===== src/rtl/ascon_pack.sv =====
// Shared types and constants for the Ascon permutation control path.
// The round index of the last permutation round is fixed; shorter permutations start later.
package ascon_pack;

   typedef enum logic [1:0] {
      IDLE = 2'd0,
      RUN  = 2'd1,
      DONE = 2'd2
   } type_seq_state;

   localparam logic [3:0] ROUND_LAST = 4'd11;

   // Constant index of the first round, so a shortened permutation still ends on round 11.
   function automatic logic [3:0] first_round(input int unsigned rounds);
      return 4'(12 - rounds);
   endfunction

endpackage


===== src/rtl/round_counter.sv =====
// Round index register for the permutation sequencer.
// A load takes priority over an increment.
module round_counter
   import ascon_pack::*;
(
   input  logic       clock_i,
   input  logic       resetb_i,
   input  logic       load_i,
   input  logic [3:0] load_value_i,
   input  logic       inc_i,
   output logic [3:0] count_o
);

   logic [3:0] count_reg;

   always_ff @(posedge clock_i) begin
      if (!resetb_i) begin
         count_reg <= 4'd0;
      end else if (load_i) begin
         count_reg <= load_value_i;
      end else if (inc_i) begin
         count_reg <= count_reg + 4'd1;
      end
   end

   assign count_o = count_reg;

endmodule


===== src/rtl/permutation_sequencer.sv =====
// Drives round index and input select for one Ascon p^a / p^b permutation.
// All outputs are decoded from registered state only.
module permutation_sequencer
   import ascon_pack::*;
#(
   parameter int ROUNDS_A = 12,
   parameter int ROUNDS_B = 6
) (
   input  logic       clock_i,
   input  logic       resetb_i,
   input  logic       start_i,
   input  logic       mode_i,
   output logic       ready_o,
   output logic       busy_o,
   output logic [3:0] round_o,
   output logic       input_select_o,
   output logic       done_o
);

   localparam logic [3:0] FIRST_A = first_round(ROUNDS_A);
   localparam logic [3:0] FIRST_B = first_round(ROUNDS_B);

   type_seq_state state_reg, state_next;
   logic          first_reg;
   logic          accept;
   logic          inc;
   logic [3:0]    count;
   logic [3:0]    load_value;

   assign accept     = (state_reg != RUN) && start_i;
   assign load_value = mode_i ? FIRST_B : FIRST_A;

   round_counter u_round_counter (
      .clock_i      (clock_i),
      .resetb_i     (resetb_i),
      .load_i       (accept),
      .load_value_i (load_value),
      .inc_i        (inc),
      .count_o      (count)
   );

   always_ff @(posedge clock_i) begin
      if (!resetb_i) begin
         state_reg <= IDLE;
         first_reg <= 1'b0;
      end else begin
         state_reg <= state_next;
         first_reg <= accept;
      end
   end

   always_comb begin
      state_next = state_reg;
      inc        = 1'b0;
      case (state_reg)
         IDLE: begin
            if (start_i) state_next = RUN;
         end
         RUN: begin
            if (count == ROUND_LAST) state_next = DONE;
            else                     inc        = 1'b1;
         end
         DONE: begin
            // A start in the done cycle chains straight into the next permutation.
            state_next = start_i ? RUN : IDLE;
         end
         default: state_next = IDLE;
      endcase
   end

   assign ready_o        = (state_reg != RUN);
   assign busy_o         = (state_reg == RUN);
   assign done_o         = (state_reg == DONE);
   assign round_o        = (state_reg == RUN) ? count : 4'd0;
   assign input_select_o = (state_reg == RUN) && !first_reg;

endmodule


===== config.mk =====
export PLATFORM = sky130hd
export DESIGN_NAME = permutation_sequencer
export DESIGN_NICKNAME = d
export VERILOG_FILES = /design/src/rtl/ascon_pack.sv /design/src/rtl/round_counter.sv /design/src/rtl/permutation_sequencer.sv
export SDC_FILE = /design/constraint.sdc
export NUM_CORES = 1
export LEC_CHECK = 0
export CAP_MARGIN = 20
export CORE_AREA = 2 2 39 41
export CTS_CLUSTER_DIAMETER = 200
export CTS_CLUSTER_SIZE = 12
export DETAILED_ROUTE_END_ITERATION = 6
export DIE_AREA = 0 0 41 43
export PLACE_DENSITY = 0.63
export SYNTH_ARGS = -nofsm -noshare
export SYNTH_HDL_FRONTEND = slang
export SYNTH_HIERARCHICAL = 1
export SYNTH_SLANG_ARGS = --single-unit
export TNS_END_PERCENT = 50

===== constraint.sdc =====
create_clock -name clock_i -period 1.2 [get_ports clock_i]
set_input_delay 0.18 -clock clock_i [delete_from_list [all_inputs] [get_ports clock_i]]
set_output_delay 0.18 -clock clock_i [all_outputs]
set_load 0.02 [all_outputs]

=== Yosys cells after proc, flatten, opt, wreduce, memory -nomap -nowiden ===
Index checks and enable logic that the tools add are counted.

* Add/sub/neg operators: 1
* Reductions and logical operators: 6
* Equal/unequal tests: 6
* Muxes and demuxes: 10

{| class="wikitable"
|+ Operators by type and width
! kind !! number
|-
| 2-to-1 mux 4 bit || 3
|-
| one-hot mux 2 bit (3 select lines) || 1
|-
| adder 4 x 1 -> 4 bit (second input constant) || 1
|-
| == test 4 bit (second input constant) || 1
|-
| 2-to-1 mux 2 bit || 2
|-
| != test 2 x 1 -> 1 bit (second input constant) || 2
|-
| 2-to-1 mux 1 bit || 3
|-
| 2-to-1 mux 3 bit || 1
|-
| == test 2 x 1 -> 1 bit (second input constant) || 1
|-
| == test 2 bit (second input constant) || 1
|-
| logical AND 1 bit || 2
|-
| zero test 2 bit || 1
|-
| != test 2 bit (second input constant) || 1
|-
| AND reduction 2 bit || 1
|-
| nonzero test 2 bit || 1
|-
| zero test 1 bit || 1
|}

* Input port bits: 4
* Bits in registers: 7
* Output and inout port bits: 8
* Logic and storage cells: 26

=== Depth between registers and ports, before layout ===
Gate-level depths: netlist of the first run.

* Depth after elaboration: 5
* Mapped depth: 6
* Mapped depth without buffers: 6

=== By module ===
Netlist of the first run, hierarchy kept.

{| class="wikitable"
|+ By module, submodules not included
! module !! cells an instance !! area an instance (µm²) !! times used
|-
| round_counter || 22 || 192.7 || 1
|-
| permutation_sequencer || 19 || 183.9 || 1
|}

=== Least setup slack after synthesis of the first run ===
OpenSTA, ideal clock, no wires.

* Kind: register to register
* Start: register state_reg[0]
* End: register u_round_counter.count_reg[1], in the netlist u_round_counter/count_o[1]
* Data required time: 1085 ps
* Data arrival time: 1225 ps
* Period minus slack after synthesis: 1340 ps
* Slack: -140 ps
* Path buffers: 0
* Cell stages (with the launch flop): 7
* Cell sequence: dfxtp_1 -> nor2b_4 -> inv_4 -> nor2_4 -> mux2i_1 -> o21ai_0 -> and2_1

* Cells in the longest elaborated chain, start to end: 3
* Elaborated cells between the ends (all ways): 6
* Classes of those cells: 2 x eq/ne; 2 x mux; 2 x reduce/logical

{| class="wikitable"
|+ RTL lines
! item !! RTL line !! RTL
|-
| start: declaration || permutation_sequencer.sv:23 || <nowiki>type_seq_state state_reg, state_next;</nowiki>
|-
| start signal: assignment || permutation_sequencer.sv:47 || <nowiki>state_reg <= state_next;</nowiki>
|-
| == test 2 x 1 -> 1 bit || n/a ||
|-
| via busy_o || permutation_sequencer.sv:14 || <nowiki>output logic busy_o,</nowiki>
|-
| 2-to-1 mux 1 bit || permutation_sequencer.sv:55 || <nowiki>case (state_reg)</nowiki>
|-
| via inc || permutation_sequencer.sv:26 || <nowiki>logic inc;</nowiki>
|-
| nonzero test 2 bit (no line) || n/a ||
|-
| end signal: assignment || round_counter.sv:20 || <nowiki>count_reg <= load_value_i;</nowiki>
|-
| end signal: assignment || round_counter.sv:22 || <nowiki>count_reg <= count_reg + 4'd1;</nowiki>
|-
| end: declaration || round_counter.sv:14 || <nowiki>logic [3:0] count_reg;</nowiki>
|}

The timed path passes the listed nets, and every way through them passes these cells.
A chain may end at the register's enable or synchronous reset.

=== Final worst setup path of the first run ===
* Start: register u_round_counter.count_reg[2], in the netlist u_round_counter/count_o[2]
* End: register u_round_counter.count_reg[1], in the netlist u_round_counter/count_o[1]

* Cells in the longest elaborated chain, start to end: 4

{| class="wikitable"
|+ RTL lines
! item !! RTL line !! RTL
|-
| == test 4 bit || permutation_sequencer.sv:60 || <nowiki>if (count == ROUND_LAST) state_next = DONE;</nowiki>
|-
| 2-to-1 mux 1 bit || permutation_sequencer.sv:60 ||
|-
| 2-to-1 mux 1 bit || permutation_sequencer.sv:55 ||
|-
| via inc || permutation_sequencer.sv:26 ||
|-
| nonzero test 2 bit (no line) || n/a ||
|}

The timed path passes the listed nets, and every way through them passes these cells.

==> impl_metrics.toml, run 1 <==
[cells_and_area]
final_cell_mix = "buf_4, dfxtp_1"
fillers = 150
nNetsFinal = 70
antenna_cells = 0
syn_to_final_growth_pct = 50.83
seqCellArea_um2 = 141.4
final_common_cell = "buf_4"
final_area_um2 = 568.0
largest_reg_flops = 4
multi_input_area_um2 = 231.5
layout-drive-gt1-share_pct = 45.31

[critical_path]
crit_slowest_cell = "dfxtp_1"
critPathKind = "reg2reg"
end_kind = "register"
cpPeakStageDelay_ns = 0.33
path_delay_family = "simple AND/OR/NAND/NOR gates"
critPathRequiredTime_ns = 1.34
arrival_ns = 1.40
critPathLaunchType = "register"
cp_cell_sequence = "and4b_2, nor2_4, mux2i_1, o21ai_1, and2_1"
cp_num_buf_inv = 0
worst-path-max-fanout = 5

[global_route]
antenna_found_initial = 0
grt_pass1_vias = 276
grtUsageTotal_pct = 9.447
gr-total-overflow = 0
grt_pass1_wl_um = 1055
grt_max_degree = 8

[synth]
synth_mux_area_share_pct = 2.658
synth-adder-area-share_pct = 3.322
synth-async-reset-ratio_pct = 0
syn_area_um2 = 376.6
synth_compound_area_share_pct = 9.967
synth_top_family_by_area = "simple AND/OR/NAND/NOR gates"
synth_ff_type = "dfxtp_1"
ys_seq_area_share_pct = 37.21
avgSynthCellArea_um2 = 9.186
synth_cell_types = 21
synth_edf_count = 0
yosys_warnings = 6
synth-xor-area-share_pct = 6.977
ys_seq_elements = 7
syn_inst = 41
synthSimpleGateAreaFrac_pct = 36.21

[timing]
final-hold-violation-count = 0
timing.fmax_ghz = 0.7894
fin_ws_ns = -0.06682
skew_ns = 0.002153
finalCritPeriodShare_pct = 105.6
maxSlewViolCount = 0
period_minus_slack_ns = 1.267
rsz0062_at_grt = "true"
finalSetupViolCount = 8

[run_status]
outcome = "finished with violations"
violations = "setup timing"

[cts]
numCtsBuffers = 3
clock_sinks = 7
cts_setup_buffers = 0
clock-root-buffer = "clkbuf_4"
clockBufferDepth = 2
clk_pin_slew_ns = 0.05
insertion_delay_ns = 0.24
cts_tree = "built"
htree_levels = 1

[route]
drtIter0Drc = 8
via_count = 328
first_pass_iters = 3
viasPerCell = 4.100
final_antenna_net_count = 0
drcViolationCount = 0
routedWlPerCell_um = 8.975
wl_um = 718

[floorplan]
die_h_um = 43
ios = 12
initial_utilization_pct = 27.22
core-area_um2 = 1384
die_x_um = 41
fp-row-count = 14
die_area_um2 = 1763

[placed_design]
gp_congestion = 0.7361
hpwl_um = 581.1
placed_area_um2 = 564.3
dpl_worst_slack_ns = -0.2639
port_buffers = 11

[pwr]
power_density_nw_per_um2 = 1103
p_leak_nw = 0.2741
max-vdd-ir-drop_uv = 440.7

[flow_run]
maxCapViolations = 0

[worst_hold_path]
min_path_type = "in2reg"
timing repair:
item,4_1_cts,5_1_grt
endpoints found under the setup margin,12,11
hold buffers,0,0
endpoints found under the hold margin,0,0
cloned,0,0
gates resized for setup,39,1
pin swaps,2,0
where the power goes:
group / leakage, nW / total, W / internal (W) / switching, W
registers: 0.0580 / 0.000261 / 0.000251 / 0.0000100
logic: 0.201 / 0.000159 / 0.0000849 / 0.0000741
clock network: 0.0150 / 0.000207 / 0.000126 / 0.0000803
total: 0.274 / 0.000627 / 0.000462 / 0.000164
path summary, 6_finish.rpt:
path	from	end	slack, ns	cells past startpoint
max reg2reg	u_round_counter/count_o[2]	u_round_counter/count_o[1]	-0.07	5
min	mode_i	u_round_counter/count_o[2]	0.60	3
min reg2reg	state_reg[0]	state_reg[0]	0.64	2
max	u_round_counter/count_o[2]	u_round_counter/count_o[1]	-0.07	5
cell usage after synthesis (2+ instances only):
| library cell | instances | area share (%) |
|---|---|---|
| a21oi_1 | 2 | 2.7 |
| and2_1 | 3 | 5.0 |
| and2_2 | 4 | 8.0 |
| and2b_2 | 2 | 4.7 |
| and3_1 | 2 | 3.3 |
| dfxtp_1 | 7 | 37 |
| nand2_1 | 3 | 3.0 |
| o21ai_0 | 4 | 5.3 |
| xor2_1 | 2 | 4.7 |
worst min-delay path, cell delays in order:
cell and delay [ns]:
clkdlybuf4s50_1 0.41, o21ai_0 0.16, a21oi_1 0.05
kinds of logic after synthesis:
kind of cell,count (synthesis)
AO/OA/AOI/OAI,7
XOR/XNOR,3
adder cells (fa/ha/maj),1
buffers and inverters,2
flip-flops,7
multiplexers,1
other,1
AND/OR/NAND/NOR,19
layout make-up:
cell class	count	area share, %
clock buffer	4	4.626
sequential	7	24.89
multi-input combinational	33	40.75
tap	16	3.524
inverter	2	1.762
timing repair buffer	18	24.45
stage by stage:
step	power [W]	util (%)	instances	TNS (ns)	hold WS, ns
floorplan	0.0003519	-	42	-0.1896	0.2974
detailed placement	0.0004320	40.78	76	-1.869	0.6302
CTS	0.0006398	41.05	80	-0.4661	0.6078
global placement	0.0004290	40.78	76	-1.765	0.6206
finish	0.0006266	41.05	80	-0.3403	0.6038
global route	0.0006777	41.05	80	-1.071	0.6367
per-layer routing:
| layer | vias up | global-route usage, % | wire length (um) |
|---|---|---|---|
| li1 | 179 | - | - |
| met1 | 137 | 10.32 | 326 |
| met2 | 10 | 12.81 | 313 |
| met3 | 2 | 3.141 | 72 |
| met4 | 0 | 10.00 | 6 |
| met5 | - | 0 | 0 |
(Power assumes the default switching activity.)
==> run 2, diff against run 1 <==
--- a/config.mk
+++ b/config.mk
@@ -11,7 +11,7 @@
 export CTS_CLUSTER_SIZE = 12
 export DETAILED_ROUTE_END_ITERATION = 6
 export DIE_AREA = 0 0 41 43
-export PLACE_DENSITY = 0.63
+export PLACE_DENSITY = 0.61
 export SYNTH_ARGS = -nofsm -noshare
 export SYNTH_HDL_FRONTEND = slang
 export SYNTH_HIERARCHICAL = 1
==> constraint.sdc (replaced) <==
create_clock -name clock_i -period 1.54 [get_ports clock_i]
set_input_delay 0.231 -clock clock_i [delete_from_list [all_inputs] [get_ports clock_i]]
set_output_delay 0.231 -clock clock_i [all_outputs]
set_load 0.02 [all_outputs]
==> run 2 against run 1 <==
Compared with the run above:
- the flow now finishes without violations
- cell count decreased by 6.3%
- global-route usage increased by 0.59 points
- critical path depth is 2 higher
- design area decreased by 7.9%
- sequential power shrank 21%
- first-iteration DRC count is 63% lower
- die area is the same
- worst setup slack improved by 0.20 ns
- critical endpoint unchanged
==> impl_metrics.toml, run 2 (same netlist as run 1, synthesis figures left out) <==
[critical_path]
arrival_ns = 1.55
rrSetupSlack_ns = 0.13
path_delay_family = "simple AND/OR/NAND/NOR gates"
critPathLaunchType = "register"
cp_cell_sequence = "nor2b_4, inv_4, buf_4, nor2_4, mux2i_1, o21ai_0, and2_1"
crit_slowest_cell = "dfxtp_1"
critPathRequiredTime_ns = 1.68
end_kind = "register"
cpPeakStageDelay_ns = 0.34
worst-path-max-fanout = 7
critPathKind = "reg2reg"
cp_num_buf_inv = 2

[floorplan]
die_x_um = 41
fp-row-count = 14
ios = 12
core-area_um2 = 1384
die_h_um = 43
die_area_um2 = 1763
initial_utilization_pct = 27.22

[cts]
cts_tree = "built"
clock_sinks = 7
htree_levels = 1
clk_pin_slew_ns = 0.05
clock-root-buffer = "clkbuf_4"
cts_setup_buffers = 0
insertion_delay_ns = 0.25
numCtsBuffers = 3
clockBufferDepth = 2

[pwr]
p_sw_w = 0.0001267
swShare_pct = 26.93
power.clock.fraction_pct = 34.9
power_density_nw_per_um2 = 899.5
max-vdd-ir-drop_uv = 317.9
p_int_w = 0.0003437
p_leak_nw = 0.2479
power_frac_comb_pct = 21.5
p_seq_share_pct = 43.7

[timing]
rsz0062_at_grt = "false"
finalCritPeriodShare_pct = 91.28
tns_ns = 0
skew_ns = 0.003472
maxSlewViolCount = 0
final-hold-violation-count = 0
finalSetupViolCount = 0
period_minus_slack_ns = 1.406
timing.fmax_ghz = 0.7114

[placed_design]
post-place-cells = 71
gp_congestion = 0.7104
hpwl_um = 539.6
port_buffers = 11
placed_area_um2 = 525.5

[route]
final_antenna_net_count = 0
wl_um = 702
first_pass_iters = 3
viasPerCell = 4.427
routedWlPerCell_um = 9.360
drcViolationCount = 0
drtIter0Drc = 3
via_count = 332

[global_route]
grt_pass1_vias = 295
grt_max_degree = 8
grt_pass1_wl_um = 1173
grtUsageTotal_pct = 10.04
gr-total-overflow = 0
antenna_found_initial = 0

[cells_and_area]
largest_reg_flops = 4
nNetsFinal = 65
fin_util_pct = 37.79
layout-drive-gt1-share_pct = 33.90
final_area_um2 = 523.0
instances_no_fill = 75
syn_to_final_growth_pct = 38.87
antenna_cells = 0
final_cell_mix = "dfxtp_1, clkbuf_2, and2_2, o21ai_0"
final_common_cell = "dfxtp_1"

[run_status]
outcome = "finished, final reports clean"

[flow_run]
maxCapViolations = 0

[worst_hold_path]
min_path_type = "reg2reg"
-- run 2: changes by cell type in the layout (fill, tap and decap cells not counted), sizes merged --
cell	before	now
clkbuf	4	9
buf	15	2
dlygate4sd2	0	3
-- run 2: worst register-to-register path, cell delays in order, from the launching register on --
cell	delay, ns
dfxtp_1	0.34
nor2b_4	0.22
inv_4	0.05
buf_4	0.14
nor2_4	0.14
mux2i_1	0.19
o21ai_0	0.08
and2_1	0.15
-- run 2: layout make-up --
type | instances | area, um2
flip-flops and latches | 7 | 140.1
well taps | 16 | 20.02
inverters | 2 | 10.01
fillers | 147 | 860.8
clock buffers | 4 | 26.28
repair buffers | 13 | 96.34
multi-input cells | 33 | 230.2
-- run 2: repair_timing --
action | CTS | global route
hold buffers | 0 | 0
gates resized for setup | 12 | 6
pin swaps | 0 | 1
setup endpoints to repair | 8 | 7
-- run 2: power by group through the flow --
stage	registers (W)	logic (W)	clock network, W
after floorplan	0.000207	0.0000665	0
after global placement	0.000208	0.000112	0
after detailed placement	0.000209	0.000112	0
after CTS	0.000206	0.000106	0.000174
after global routing	0.000208	0.000116	0.000184
final	0.000205	0.000101	0.000164
-- run 2: metal layers --
| metal | wire length (um) | global-route usage [%] | up-vias | part of all wire [%] |
|---|---|---|---|---|
| met2 | 333 | 14.06 | 10 | 47 |
| met3 | 61 | 3.141 | 0 | 8.7 |
| met5 | 0 | 0 | - | 0 |
| met1 | 308 | 11.90 | 151 | 44 |
| li1 | - | - | 171 | - |
| met4 | 0 | 8.000 | 0 | 0 |
-- run 2: worst paths after layout --
| check | from | to | depth (start not counted) |
|---|---|---|---|
| max | state_reg[0] | u_round_counter/count_o[1] | 7 |
| min | u_round_counter/count_o[3] | u_round_counter/count_o[3] | 2 |
| max reg2reg | state_reg[0] | u_round_counter/count_o[1] | 7 |
| min reg2reg | u_round_counter/count_o[3] | u_round_counter/count_o[3] | 2 |
-- run 2: metrics by stage --
step           setup WS, ns  total power (W)  hold slack (ns)
3_3_place_gp        0.02852        0.0003207           0.5697
5_1_grt            0.001005        0.0005071           0.6339
6_report             0.1343        0.0004704           0.5900
4_1_cts             0.01851        0.0004853           0.5907
3_5_place_dp      -0.003510        0.0003213           0.5746
2_1_floorplan        0.2002        0.0002739           0.3485
